**config.mk**
```make
export PLATFORM = sky130hd
export DESIGN_NAME = vga_sync_gen
export DESIGN_NICKNAME = d
export VERILOG_FILES = /design/src/rtl/vga_sync_gen.sv
export SDC_FILE = /design/constraint.sdc
export NUM_CORES = 1
export LEC_CHECK = 0
export BUFFER_PORTS_ARGS = -buffer_cell sky130_fd_sc_hd__buf_2
export CAP_MARGIN = 20
export CORE_ASPECT_RATIO = 0.9
export CORE_MARGIN = 2
export CORE_UTILIZATION = 50
export CTS_CLUSTER_SIZE = 12
export DETAILED_ROUTE_END_ITERATION = 16
export MAX_ROUTING_LAYER = met4
export PLACE_DENSITY = 0.79
export SKIP_CTS_REPAIR_TIMING = 1
export SLEW_MARGIN = 20
export SYNTH_ARGS = -nofsm -noshare
export SYNTH_HDL_FRONTEND = slang
export SYNTH_SLANG_ARGS = --single-unit
```
**constraint.sdc**
```tcl
create_clock -name clk -period 2.1 [get_ports clk]
set_clock_uncertainty 0.05 [all_clocks]
set_input_delay 0.105 -clock clk [delete_from_list [all_inputs] [get_ports clk]]
set_output_delay 0.105 -clock clk [all_outputs]
set_load 0.05 [all_outputs]
```
**src/rtl/vga_sync_gen.sv**
```systemverilog
// vga_sync_gen: VGA raster timing generator running at half the system clock.
// Ports: clk, rst (sync, active high), en (run enable) in;
//        hsync, vsync (active low), video_on, pix_tick, x, y, line_start,
//        frame_start, frame_cnt out.
// Optional feature: define VGA_FRAME_CNT_EN to build the 8-bit frame counter;
// without it frame_cnt is tied to zero.
module vga_sync_gen #(
    parameter int H_ACTIVE = 640,
    parameter int H_FP     = 16,
    parameter int H_SYNC   = 96,
    parameter int H_BP     = 48,
    parameter int V_ACTIVE = 480,
    parameter int V_FP     = 10,
    parameter int V_SYNC   = 2,
    parameter int V_BP     = 33
) (
    input  logic       clk,
    input  logic       rst,
    input  logic       en,
    output logic       hsync,
    output logic       vsync,
    output logic       video_on,
    output logic       pix_tick,
    output logic [9:0] x,
    output logic [9:0] y,
    output logic       line_start,
    output logic       frame_start,
    output logic [7:0] frame_cnt
);

    localparam int H_TOTAL = H_ACTIVE + H_FP + H_SYNC + H_BP;
    localparam int V_TOTAL = V_ACTIVE + V_FP + V_SYNC + V_BP;

    localparam logic [9:0] H_MAX  = 10'(H_TOTAL - 1);
    localparam logic [9:0] V_MAX  = 10'(V_TOTAL - 1);
    localparam logic [9:0] H_VIS  = 10'(H_ACTIVE);
    localparam logic [9:0] V_VIS  = 10'(V_ACTIVE);
    localparam logic [9:0] HS_BEG = 10'(H_ACTIVE + H_FP);
    localparam logic [9:0] HS_END = 10'(H_ACTIVE + H_FP + H_SYNC);
    localparam logic [9:0] VS_BEG = 10'(V_ACTIVE + V_FP);
    localparam logic [9:0] VS_END = 10'(V_ACTIVE + V_FP + V_SYNC);

    logic step;
    logic x_wrap;
    logic y_wrap;

    // A pixel advances on the clk edge where pix_tick is already high.
    // rst overrides en, so no end-of-line pulse can appear in a reset cycle.
    assign step   = en & pix_tick & ~rst;
    assign x_wrap = (x == H_MAX);
    assign y_wrap = (y == V_MAX);

    assign line_start  = step & x_wrap;
    assign frame_start = line_start & y_wrap;

    always_ff @(posedge clk) begin
        if (rst) begin
            pix_tick <= 1'b0;
            x        <= '0;
            y        <= '0;
        end else if (en) begin
            pix_tick <= ~pix_tick;
            if (pix_tick) begin
                if (x_wrap) begin
                    x <= '0;
                    y <= y_wrap ? 10'd0 : y + 10'd1;
                end else begin
                    x <= x + 10'd1;
                end
            end
        end
    end

    // One compare per bound straight off the registered counters.
    assign hsync    = ~((x >= HS_BEG) & (x < HS_END));
    assign vsync    = ~((y >= VS_BEG) & (y < VS_END));
    assign video_on = (x < H_VIS) & (y < V_VIS);

`ifdef VGA_FRAME_CNT_EN
    logic [7:0] frame_q;

    always_ff @(posedge clk) begin
        if (rst) begin
            frame_q <= '0;
        end else if (frame_start) begin
            frame_q <= frame_q + 8'd1;
        end
    end

    assign frame_cnt = frame_q;
`else
    assign frame_cnt = 8'd0;
`endif

endmodule
```
# Word-level counts from Yosys, hierarchy flattened
# Index checks and enable logic that the tools add are counted.
[classes]
add_sub_neg = 2
n_lt_le_gt_ge = 6
n_div = 0
eq_ne = 2
mux = 2
multipliers = 0
shift = 0
bitwise_logic = 11
reduce_logical = 2
[op_table]
columns = ["cell", "count"]
rows = [
  ["$add A10 B1 Y10 const B", 2],
  ["$eq A10 B10 Y1 const B", 2],
  ["$lt A10 B10 Y1 const B", 2],
  ["$lt A10 B9 Y1 const B", 2],
  ["$mux W10", 2],
  ["$ge A10 B10 Y1 const B", 1],
  ["$ge A10 B9 Y1 const B", 1],
  ["$and A1 B1 Y1", 7],
  ["$not A1 Y1", 4],
  ["$reduce_and A3 Y1", 1],
  ["$reduce_and A2 Y1", 1],
]
[word_totals]
mem_bits_rw = 0
in_bits = 3
output_inout_bits = 34
regBits = 21
n_memories = 0
rom_bits = 0
latchBits = 0

# Depth between registers and ports, before layout
[depth]
ltp_word = 4
mapped_depth = 6
ltp_nobuf = 6

# Worst setup path after synthesis
# Ideal clock, no wire load.
[synth_timing]
path_kind = "register to output"
from = "register x[1]"
to = "output frame_start"
path_slack_ns = -0.613
path_buffers = 0
t_arrival_ns = 2.558
required_time_ns = 1.945
path_stages_with_launch = 5
cell_sequence = "dfxtp_1 > ha_1 > and4bb_2 > nand3_1 > nor3_1"
[synth_via]
elab_chain_cells = 3
[synth_rtl]
columns = ["element", "line_no", "source"]
rows = [
  ["start: declaration", "24", "output logic [9:0] x,"],
  ["start signal: assignment", "68", "x <= x + 10'd1;"],
  ["$eq A10 B10 Y1", "50", "assign x_wrap = (x == H_MAX);"],
  ["$and A1 B1 Y1", "53", "assign line_start = step & x_wrap;"],
  ["$and A1 B1 Y1", "54", "assign frame_start = line_start & y_wrap;"],
  ["end: declaration", "27", "output logic frame_start,"],
]
# No other way between the ends.

# Worst setup path in the final report
# Ends and elaborated chain as after synthesis.

==> run metrics <==
Clock Root Buffer=clkbuf_4; worst path arrival time=1790 ps; Post-synth top cells=dfxtp_1 (21), nor3_1 (13), nand3_1 (12); drt pass-1 iters=4; IO Port Bufs=28; I/O pin count=37; VDD IR max=0.3834 mV; Iter 0 DRT Violations=24; largest net degree at the start of global routing=17; Initial Util=0.5122; ant diodes=0; Reg clk slew, reported paths=120 ps; WL per Instance=13.73 um; total of max-cap violations=0; vias=1,153; Overall Global Routing Usage=0.2125; register area share after synthesis=0.3415; die area=0.002876 mm2; Die H=51.08 um; ys flop type=dfxtp_1; Synth area leaders=dfxtp_1 (34%), xor2_1 (7.1%), buf_4 (5.5%); Max H-tree Level=1; worst hold path class=input port to flop; cell with the most instances after synthesis=dfxtp_1; GPL Wtd Cong=0.8225; status=complete, no violations; Hold Fails Final Rpt=0; Period Utilization, post-route=0.9251; leak pwr=0.5618 nW; core box area=0.002404 mm2; synthesized instance count=147; Setup CP Type=flop to output pin; Post-DRT Antenna Nets=0; Final nets=184; setup violators final=0; TritonCTS clock tree=done; P&R area growth vs syn=16.06%; fin. max-slew vios=0; area post-placement=0.001385 mm2; top cell type's share of synthesized area=0.3415; worst skew pair latency=310 ps; Pwr Total=683.5 uW; RSZ-0062 raised after global routing=false; Vias/cell=5.680; row count=17; Crit Path Max Fanout=6; mapped cell area=0.001231 mm2; share of layout cells above drive strength 1=0.2743; detailed placement HPWL=2037 um; clk buf depth=2; required time of the critical path=1950 ps; TNS Setup=0 ps; total gr overflow=0; DIE WIDTH=56.31 um; yosys warns=0; first-pass GRT wire length=4712 um; antenna violations before repair=0; final WL=2788 um; Post-synth EDFFs=0; type of destination of the critical path=output pin; async set-reset flop share out of synthesis=0; Startpoint Class=flop; Synth Register Bits=21; Remaining DRCs=0; pwr dens=478.3 mW/mm2; CTS Buf Count=3; CTS Sinks=21; DP Worst Slack=115.9 ps; number of global-route vias before repair=1,016; fin util=0.5945; minimum clock period after layout=1943 ps; syn avg cell area=8.375 um2; Final WS setup=157.2 ps; cell taking the most area after synthesis=dfxtp_1; design area=0.001429 mm2; FMAX=514.7 MHz; Synth cell types=36
worst paths after layout:
kind / start / end / slack, ps / depth (start not counted)
worst max-delay path: x[1] / frame_start / 160 / 5
worst min-delay path: en / pix_tick / 90 / 3
worst max register to register: x[1] / y[9] / 160 / 5
worst min register to register: y[9] / y[9] / 500 / 2
report_power, final:
| part | total, mW | leakage, nW | internal, mW | switching, mW |
|---|---|---|---|---|
| sequential | 0.410 | 0.171 | 0.403 | 0.00724 |
| clock | 0.198 | 0.0150 | 0.0742 | 0.124 |
| combinational | 0.0751 | 0.376 | 0.0122 | 0.0628 |
routing by layer:
metal	track usage	share of wire	vias up
met5	-	0	-
met4	0.06746	0.016	0
met3	0.04557	0.046	7
met2	0.3549	0.48	32
met1	0.2589	0.45	545
li1	-	-	569
cells by family (layout without fill, tap and decap cells):
family	count (synthesis)	in the layout	synth area share
AND/OR/NAND/NOR	70	70	0.3425
flip-flops	21	21	0.3415
buffers and inverters	21	42	0.09247
AO/OA/AOI/OAI	15	15	0.07013
XOR/XNOR	14	14	0.09959
adder cells (fa/ha/maj)	5	5	0.05081
other	1	8	0.003046
cells in the final DEF (no fill, tap or decap), types with 2 or more instances in the layout:
cell      count
a21oi_1       7
buf_2        27
buf_4         6
clkbuf_4      3
conb_1        8
dfxtp_1      18
dfxtp_2       3
ha_1          4
inv_1         5
nand2_1       8
nand3_1      11
nand4_1       9
nor2_1        7
nor3_1       12
nor4_1        2
nor4b_1       2
o21ai_0       3
or3_1         3
or4_1         2
xnor2_1       4
xor2_1       10
sequential cells by signal, summed over array words and instances, names as in the netlist:
name and count:
y 10, pix_tick 1, x 10
through the flow:
| stage | instances | hold WS, ps |
|---|---|---|
| floorplan | 154 | 124.9 |
| global placement | 198 | 408.9 |
| detailed placement | 198 | 415.8 |
| CTS | 202 | 85.09 |
| global route | 203 | 99.54 |
| finish | 203 | 91.90 |
worst max-delay path: stages (launching register included):
cell and delay, ps:
dfxtp_2 380, ha_2 260, and4bb_2 290, nand3_2 160, nor3_4 180, buf_4 210
cell type report:
class | instances | area [um2]
clock buffer | 4 | 26.28
tap | 28 | 35.03
multi-input combinational | 112 | 744.5
inverter | 5 | 18.77
timing repair buffer | 33 | 180.2
sequential | 21 | 424.2
fill | 232 | 974.7
Note: power is estimated with default switching activity, not from simulation.
